==> src/rtl/vector_argmax_pkg.sv <==
`default_nettype none
// ============================================================================
// Module      : vector_argmax_pkg
// Description : Shared FP32 types, FSM state encoding and ordering helpers
//               for the argmax stage (and the comparator it shares).
// Revision    : 1.0 - initial release
// ============================================================================
package vector_argmax_pkg;

    typedef logic [31:0] fp32_t;

    localparam logic [7:0]  FP32_EXP_ONES  = 8'hFF;
    localparam logic [31:0] FP32_NEG_ZERO  = 32'h8000_0000;
    localparam logic [31:0] FP32_SIGN_MASK = 32'h8000_0000;

    typedef enum logic [1:0] {
        ST_IDLE = 2'd0,
        ST_SCAN = 2'd1,
        ST_DONE = 2'd2
    } state_t;

    // Index width, never narrower than one bit so VECTOR_LEN=1 still works.
    function automatic int idx_width(input int n);
        return (n > 1) ? $clog2(n) : 1;
    endfunction

    // NaN: exponent all ones with a non-zero mantissa.
    function automatic logic fp32_is_nan(input fp32_t x);
        return (x[30:23] == FP32_EXP_ONES) && (x[22:0] != 23'd0);
    endfunction

    // Monotonic unsigned key: -0 folds onto +0, negatives are bit-inverted
    // so larger magnitude sorts lower, positives get the top bit set.
    function automatic logic [31:0] fp32_order_key(input fp32_t x);
        fp32_t n;
        n = (x == FP32_NEG_ZERO) ? 32'h0000_0000 : x;
        return n[31] ? ~n : (n | FP32_SIGN_MASK);
    endfunction

endpackage
`default_nettype wire

==> src/rtl/vector_argmax_if.sv <==
`default_nettype none
// ============================================================================
// Module      : vector_argmax_if
// Description : Input-vector and result handshake bundle for vector_argmax.
// Revision    : 1.0 - initial release
// ============================================================================
interface vector_argmax_if
    import vector_argmax_pkg::*;
#(
    parameter int VECTOR_LEN = 4,
    parameter int DATA_WIDTH = 32
) ();
    localparam int IDX_W = idx_width(VECTOR_LEN);

    logic                             in_valid;
    logic                             in_ready;
    logic [VECTOR_LEN*DATA_WIDTH-1:0] in_data;
    logic                             out_valid;
    logic                             out_ready;
    logic [IDX_W-1:0]                 out_index;
    logic [DATA_WIDTH-1:0]            out_value;
    logic                             out_all_nan;

    // Producer of vectors / consumer of results.
    modport master (
        output in_valid, in_data, out_ready,
        input  in_ready, out_valid, out_index, out_value, out_all_nan
    );

    // The argmax block itself.
    modport slave (
        input  in_valid, in_data, out_ready,
        output in_ready, out_valid, out_index, out_value, out_all_nan
    );
endinterface
`default_nettype wire

==> src/rtl/vector_argmax_fp32_gt.sv <==
`default_nettype none
// ============================================================================
// Module      : fp32_gt
// Description : Combinational FP32 strict greater-than on non-NaN operands;
//               -0 and +0 compare equal, infinities order naturally.
// Revision    : 1.0 - initial release
// ============================================================================
module fp32_gt
    import vector_argmax_pkg::*;
(
    input  fp32_t a,
    input  fp32_t b,
    output logic  a_gt_b
);
    // Unsigned compare of the order keys gives the IEEE ordering.
    assign a_gt_b = (fp32_order_key(a) > fp32_order_key(b));
endmodule
`default_nettype wire

==> src/rtl/vector_argmax.sv <==
`default_nettype none
// ============================================================================
// Module      : vector_argmax
// Description : Sequential argmax over an FP32 vector, one element per clock.
//               NaNs are skipped; ties resolve to the lowest index.
// Revision    : 1.0 - initial release
// ============================================================================
module vector_argmax
    import vector_argmax_pkg::*;
#(
    parameter int VECTOR_LEN = 4,
    parameter int DATA_WIDTH = 32
) (
    input  wire logic        clk,
    input  wire logic        rst_n,
    vector_argmax_if.slave   bus
);
    localparam int IDX_W = idx_width(VECTOR_LEN);
    localparam logic [IDX_W-1:0] c_last_idx = IDX_W'(VECTOR_LEN - 1);

    state_t           r_state;
    state_t           w_state_next;
    fp32_t            r_vec [VECTOR_LEN];
    logic [IDX_W-1:0] r_idx;
    logic             r_have_max;
    logic [IDX_W-1:0] r_max_idx;
    fp32_t            r_max_val;

    fp32_t            w_elem;
    logic             w_elem_gt;
    logic             w_take;
    logic             w_have_next;
    logic [IDX_W-1:0] w_max_idx_next;
    fp32_t            w_max_val_next;
    logic             w_last;
    logic             w_accept;

    assign bus.in_ready  = (r_state == ST_IDLE);
    assign bus.out_valid = (r_state == ST_DONE);
    assign w_accept      = bus.in_valid && (r_state == ST_IDLE);

    assign w_elem = r_vec[r_idx];
    assign w_last = (r_idx == c_last_idx);

    fp32_gt u_gt (
        .a      (w_elem),
        .b      (r_max_val),
        .a_gt_b (w_elem_gt)
    );

    // Running-max update for the element under evaluation this cycle.
    assign w_take         = !fp32_is_nan(w_elem) && (!r_have_max || w_elem_gt);
    assign w_have_next    = r_have_max || w_take;
    assign w_max_idx_next = w_take ? r_idx  : r_max_idx;
    assign w_max_val_next = w_take ? w_elem : r_max_val;

    // State register.
    always_ff @(posedge clk) begin
        if (!rst_n) r_state <= ST_IDLE;
        else        r_state <= w_state_next;
    end

    // Next-state decode.
    always_comb begin
        w_state_next = r_state;
        case (r_state)
            ST_IDLE: if (w_accept)      w_state_next = ST_SCAN;
            ST_SCAN: if (w_last)        w_state_next = ST_DONE;
            ST_DONE: if (bus.out_ready) w_state_next = ST_IDLE;
            default:                    w_state_next = ST_IDLE;
        endcase
    end

    // Vector capture, scan counter, running max and result registers.
    always_ff @(posedge clk) begin
        if (!rst_n) begin
            r_idx           <= '0;
            r_have_max      <= 1'b0;
            r_max_idx       <= '0;
            r_max_val       <= '0;
            bus.out_index   <= '0;
            bus.out_value   <= '0;
            bus.out_all_nan <= 1'b0;
        end else begin
            case (r_state)
                ST_IDLE: begin
                    if (w_accept) begin
                        for (int i = 0; i < VECTOR_LEN; i++) begin
                            r_vec[i] <= bus.in_data[i*DATA_WIDTH +: DATA_WIDTH];
                        end
                        r_idx      <= '0;
                        r_have_max <= 1'b0;
                    end
                end
                ST_SCAN: begin
                    r_have_max <= w_have_next;
                    r_max_idx  <= w_max_idx_next;
                    r_max_val  <= w_max_val_next;
                    if (w_last) begin
                        // An all-NaN vector reports element 0 verbatim.
                        bus.out_index   <= w_have_next ? w_max_idx_next : '0;
                        bus.out_value   <= w_have_next ? w_max_val_next : r_vec[0];
                        bus.out_all_nan <= !w_have_next;
                    end else begin
                        r_idx <= r_idx + IDX_W'(1);
                    end
                end
                default: ;
            endcase
        end
    end

endmodule
`default_nettype wire
==> src/flat_wrapper.sv <==
// flat-port wrapper written by rule: the top's interface ports become plain ports
module vector_argmax_flat import vector_argmax_pkg::*;
#(
    parameter int VECTOR_LEN = 4,
    parameter int DATA_WIDTH = 32
)
  (clk, rst_n, bus_in_valid, bus_in_data, bus_out_ready, bus_in_ready, bus_out_valid, bus_out_index, bus_out_value, bus_out_all_nan);
  vector_argmax_if #(.VECTOR_LEN(VECTOR_LEN), .DATA_WIDTH(DATA_WIDTH)) bus_i ();
  input  wire logic clk;
  input  wire logic rst_n;
  input wire logic [$bits(bus_i.in_valid)-1:0] bus_in_valid;
  input wire logic [$bits(bus_i.in_data)-1:0] bus_in_data;
  input wire logic [$bits(bus_i.out_ready)-1:0] bus_out_ready;
  output wire logic [$bits(bus_i.in_ready)-1:0] bus_in_ready;
  output wire logic [$bits(bus_i.out_valid)-1:0] bus_out_valid;
  output wire logic [$bits(bus_i.out_index)-1:0] bus_out_index;
  output wire logic [$bits(bus_i.out_value)-1:0] bus_out_value;
  output wire logic [$bits(bus_i.out_all_nan)-1:0] bus_out_all_nan;
  assign bus_i.in_valid = bus_in_valid;
  assign bus_i.in_data = bus_in_data;
  assign bus_i.out_ready = bus_out_ready;
  assign bus_in_ready = bus_i.in_ready;
  assign bus_out_valid = bus_i.out_valid;
  assign bus_out_index = bus_i.out_index;
  assign bus_out_value = bus_i.out_value;
  assign bus_out_all_nan = bus_i.out_all_nan;
  vector_argmax #(.VECTOR_LEN(VECTOR_LEN), .DATA_WIDTH(DATA_WIDTH)) u_core (.clk(clk), .rst_n(rst_n), .bus(bus_i));
endmodule
==> config.mk <==
export PLATFORM = sky130hd
export DESIGN_NAME = vector_argmax_flat
export DESIGN_NICKNAME = d
export VERILOG_FILES = /design/src/rtl/vector_argmax_pkg.sv /design/src/rtl/vector_argmax_if.sv /design/src/rtl/vector_argmax_fp32_gt.sv /design/src/rtl/vector_argmax.sv /design/src/flat_wrapper.sv
export SDC_FILE = /design/constraint.sdc
export NUM_CORES = 1
export LEC_CHECK = 0
export BUFFER_PORTS_ARGS = -buffer_cell sky130_fd_sc_hd__buf_2
export CORE_MARGIN = 2
export CORE_UTILIZATION = 41
export CTS_CLUSTER_SIZE = 14
export DETAILED_ROUTE_END_ITERATION = 12
export GPL_TIMING_DRIVEN = 0
export PLACE_DENSITY = 0.58
export SLEW_MARGIN = 20
export SYNTH_ARGS = -nofsm -noshare
export SYNTH_HDL_FRONTEND = slang
export SYNTH_HIERARCHICAL = 1
export SYNTH_SLANG_ARGS = --single-unit
==> constraint.sdc <==
create_clock -name clk -period 10.3 [get_ports clk]
set_clock_uncertainty 0.1 [all_clocks]
set_input_delay 2.575 -clock clk [delete_from_list [all_inputs] [get_ports clk]]
set_output_delay 2.575 -clock clk [all_outputs]
set_load 0.005 [all_outputs]
== After elaboration in Yosys (flattened, before gate mapping) ==
Memories as Yosys holds them, arrays and structs flattened. A register that Yosys moved wholly into a read port is not among the register bits.
Cells that the tools add are included.

* Register bits: 74
* Memory bits (writable): 128
* Memories kept: 1

{| class="wikitable"
|+ Memory list
! name !! depth !! width !! rd ports !! clocked after Yosys merged registers in !! wr ports !! RTL line !! RTL
|-
| u_core.r_vec || 4 || 32 || 2 || 1 || 4 || vector_argmax.sv:23 || <nowiki>fp32_t r_vec [VECTOR_LEN];</nowiki>
|}

* $add $sub $neg: 1
* Magnitude comparators: 1
* Equal/unequal tests: 10
* Muxes and demuxes: 23
* Bitwise logic cells: 2
* Reduce and logical (&&, ||, !) cells: 15

{| class="wikitable"
|+ Operators by type and width
! cell !! count
|-
| $mux 32 || 6
|-
| $eq 32x32->1 const B || 2
|-
| $not 32->32 || 2
|-
| $gt 32x32->1 || 1
|-
| $reduce_bool 23->1 || 1
|-
| $mux 2 || 9
|-
| $eq 8x8->1 const B || 1
|-
| $pmux 2 s3 || 1
|-
| $reduce_and 3->1 || 2
|-
| $mux 1 || 5
|-
| $eq 2x2->1 const B || 2
|-
| $ne 2x1->1 const B || 2
|-
| $ne 2x2->1 const B || 2
|-
| $pmux 2 s2 || 1
|-
| $reduce_and 2->1 || 2
|-
| $logic_and 1x1->1 || 3
|-
| $logic_not 1->1 || 3
|-
| $add 2x1->2 const B || 1
|-
| $eq 2x1->1 const B || 1
|-
| $logic_not 2->1 || 1
|-
| $logic_or 1x1->1 || 2
|-
| $pmux 1 s2 || 1
|-
| $reduce_bool 2->1 || 1
|}

== Logic depth before layout (Yosys ltp) ==
* Depth in word-level cells: 9
* Gate-level depth with buffers: 24

== Modules after synthesis ==
The synthesis kept the hierarchy.

{| class="wikitable"
|+ Modules (own cells, without submodules)
! module !! instances !! cells an instance !! area each (sq um) !! sequential area each (sq um)
|-
| vector_argmax || 1 || 574 || 8,177.8 || 5,365.1
|-
| fp32_gt || 1 || 243 || 1,694.1 || 0.0
|}

== Worst setup path before layout ==
Ideal clock, no wire load.

* Path kind: in2reg
* Start: in rst_n
* End: mem u_core/r_vec[0][0] (netlist name) (enable)
* Library setup time: 0.616 ns
* Arrival: 8.816 ns
* Setup slack: 0.767 ns
* Stages on the path: 5
* Cells stage by stage: clkbuf_1 buf_1 clkbuf_1 nand2_1 nor2_1

{| class="wikitable"
|+ RTL lines
! what !! RTL line !! RTL
|-
| start, declared || flat_wrapper.sv:10 || <nowiki>input wire logic rst_n;</nowiki>
|-
| end, declared || vector_argmax.sv:23 ||
|}

==> flow_summary.yaml <==
clock_tree:
  postCtsSetupBuffers: 0
  cts-buffers-inserted: 22
  clock_sinks: 204
  clk_latency_ns: 0.51
  h-tree-depth: 1
  cts_resized: 0
  cts-root-buf: "clkbuf_16"
  cts_tree: "yes"
  holdBufCountCts: 0
  clkTransAtPathRegs_ns: 0.06
  clk_path_buf_depth: 3
global_route:
  grt_max_degree: 28
  antenna_found_initial: 0
  grt_pass1_wl_mm: 43.4
  grt.overflow.total: 0
  grt_usage_pct: 21.8
  grt_pass1_vias: 7482
timing:
  hold_ws_ns: 0.361
  final-setup-viol-count: 0
  setup_ws_ns: 3.85
  rsz0062_at_grt: "no"
  fin_crit_ns: 6.45
  fin_crit_sh_pct: 62.6
  drv_slew: 0
  finalSetupTns_ns: 0
  slew_headroom_pct: 41.3
  worstMarginPinSlew_ns: 0.880
  hold_viol_final: 0
  max_freq_mhz: 155
critical_path:
  critPathBufInv: 4
  start_kind: "flip-flop"
  crit_chain: "clkbuf_1 -> clkbuf_1 -> mux4_2 -> nor4_1 -> nand4_1 -> nor2_1 -> clkbuf_1 -> nor2_1 -> ha_1 -> a21oi_1 -> o21ai_1 -> a21o_1 -> a211oi_1 -> o21bai_1 -> a211oi_2 -> nor3_1 -> nand2b_1 -> o21ai_0 -> o31a_1 -> clkbuf_1 -> o21ai_0 -> a21boi_1"
  cpLargestDelayFamily: "buffers and inverters"
  critPathArrivalTime_ns: 6.79
  slowest_delay_ns: 0.71
  cp.required_ns: 10.64
  slowest_stage: "clkbuf_1"
  worstSetupPathType: "reg -> reg"
  critPathMaxFanout: 10
  crit_path_end_kind: "flip-flop"
  crit_path_frequent_cell: "clkbuf_1"
  r2r_slack_ns: 3.85
layout:
  diodes: 0
  nets: 1177
  fillers: 2144
  syn2layout_area_growth_pct: 20.5
  layout-drive-gt1-share_pct: 25.0
  seq_area_um2: 5370
  fin_util_pct: 50.5
  multi_input_area_um2: 4220
hold_path:
  hold_path.class: "reg -> reg"
floorplan:
  ios: 169
  die_width_um: 159
  rows: 56
  initial_core_util_pct: 41.9
  core_area_um2: 23500
  die_area_um2: 25300
  die_h_um: 159
pwr:
  leakagePower_uw: 0.00460
  ir_drop_v: 0.000152
  power.density_nw_per_um2: 167
  finalPower_uw: 1990
drt:
  drt_pass1_iterations: 8
  wl_mm: 28.1
  post_drt_wl_per_cell_um: 20.8
  via_per_inst: 5.45
  remaining_drc_errors: 0
  vias: 7353
  ant_nets: 0
  first_iter_violations: 509
yosys:
  synth_seq_cells: 204
  synthArstFlopShare_pct: 0
  synthFlopType: "edfxtp_1"
  syn_area_um2: 9870
  yosys_warnings: 6
  synthDistinctLibCells: 50
  yosysSeqAreaShare_pct: 54.3
  synth_edf_count: 128
  syn_nets: 981
  syn_inst: 817
  avgSynthCellArea_um2: 12.1
placement:
  gp_congestion: 0.878
  portBuffers: 167
  hpwl_mm: 21.3
  place_ws_ns: 3.93
run:
  cap_violations: 0
outcome:
  status: "finished, final reports clean"
cell type report:
type | count | area share, %
inverter | 3 | 0.0947
buffer | 64 | 2.42
tap | 319 | 3.36
clock buffer | 29 | 5.03
timing repair buffer | 172 | 8.06
clock inverter | 11 | 0.494
sequential | 204 | 45.1
multi-input combinational | 546 | 35.4
synth_stat cells, types with 2 or more instances:
| library cell | n | area share [%] |
|---|---|---|
| o31ai_1 | 8 | 0.61 |
| buf_2 | 5 | 0.25 |
| xor2_1 | 33 | 2.9 |
| mux2i_1 | 25 | 2.5 |
| buf_4 | 5 | 0.38 |
| ha_1 | 32 | 4.1 |
| a21o_1 | 9 | 0.68 |
| mux4_2 | 32 | 7.3 |
| o221ai_1 | 24 | 2.1 |
| and2_1 | 3 | 0.19 |
| edfxtp_1 | 128 | 39 |
| o21ai_1 | 5 | 0.25 |
| o21a_1 | 3 | 0.23 |
| a22oi_1 | 2 | 0.15 |
| a21boi_1 | 33 | 2.5 |
| nor2b_1 | 4 | 0.25 |
| nand2_1 | 37 | 1.4 |
| a211oi_1 | 3 | 0.23 |
| nand4_1 | 13 | 0.82 |
| dfxtp_1 | 76 | 15 |
| nand3_1 | 90 | 4.6 |
| nor3_1 | 5 | 0.25 |
| clkbuf_1 | 50 | 1.9 |
| buf_6 | 3 | 0.34 |
| nor4_2 | 2 | 0.25 |
| nor2_1 | 50 | 1.9 |
| xnor2_1 | 30 | 2.7 |
| nand2b_1 | 4 | 0.25 |
| inv_1 | 3 | 0.11 |
| o21ai_0 | 43 | 2.2 |
| o211ai_1 | 3 | 0.23 |
| nor4_1 | 17 | 1.1 |
| a221oi_1 | 8 | 0.71 |
| a21oi_1 | 13 | 0.66 |
power breakdown:
group | leakage (µW) | total [µW] | switching [µW] | internal, µW
combinational | 0.00248 | 331 | 186 | 145
sequential | 0.00180 | 929 | 23.4 | 905
clock | 0.000319 | 729 | 319 | 410
metrics by stage:
stage,instances,area [µm²]
2_1_floorplan,817,9870
3_3_place_gp,1303,11100
3_5_place_dp,1308,11200
4_1_cts,1348,11900
5_1_grt,1348,11900
6_report,1348,11900
final timing paths:
| check | from | endpoint | depth (start not counted) |
|---|---|---|---|
| max reg2reg | flip-flop | u_core/r_max_val[8] | 22 |
| min | u_core/bus.out_value[10] | u_core/bus.out_value[10] | 2 |
| min reg2reg | u_core/bus.out_value[10] | u_core/bus.out_value[10] | 2 |
| max | flip-flop | u_core/r_max_val[8] | 22 |
cell families after synthesis:
kind of cell,synth area share [%]
xor+xnor,5.59
flops,54.3
buf+inv,3.03
mux,9.95
fa+ha+maj,4.17
simple gates,11.7
compound gates,11.3
layout by cell type, fill, tap and decap left out, types with 4 or more instances in the layout:
master       n
o221ai_1    24
nand4_1     13
mux4_2      32
clkbuf_1    56
edfxtp_1   128
xnor2_1     30
nor3_1       5
ha_1        32
buf_4        5
o21ai_1      5
mux2i_1     25
xor2_1      33
buf_2      172
nand2b_1     4
clkbuf_16   23
nor2b_1      4
nor4_1      17
a21oi_1     13
a221oi_1     8
o31ai_1      8
dfxtp_1     76
nand2_1     37
a21boi_1    33
nor2_1      49
a21o_1       9
nand3_1     90
clkinv_1     5
o21ai_0     43
flip-flops by register name, summed over array words and instances, names as in the netlist, named ones only:
| name | count |
|---|---|
| u_core/r_max_idx | 2 |
| u_core/r_idx | 2 |
| u_core/r_max_val | 32 |
| u_core/r_have_max | 1 |
| u_core/r_vec | 128 |
| u_core/r_state | 2 |
| u_core/bus.out_value | 32 |
| u_core/bus.out_all_nan | 1 |
| u_core/bus.out_index | 2 |
routing by layer:
metal / vias to the layer above / track usage, % / routed length, µm
li1: 3519 / - / -
met1: 3574 / 30.3 / 12500
met2: 229 / 35.6 / 13300
met3: 31 / 3.96 / 1840
met4: 0 / 5.45 / 465
met5: - / 0 / 0
worst reg2reg max path, stage by stage (launching register included):
cell	delay, ns
dfxtp_1	0.31
clkbuf_1	0.31
clkbuf_1	0.71
mux4_2	0.52
nor4_1	0.43
nand4_1	0.25
nor2_1	0.21
clkbuf_1	0.47
nor2_1	0.12
ha_1	0.34
a21oi_1	0.16
o21ai_1	0.07
a21o_1	0.18
a211oi_1	0.24
o21bai_1	0.13
a211oi_2	0.21
nor3_1	0.10
nand2b_1	0.16
o21ai_0	0.18
o31a_1	0.32
clkbuf_1	0.53
o21ai_0	0.20
a21boi_1	0.16
(Power assumes the default switching activity.)
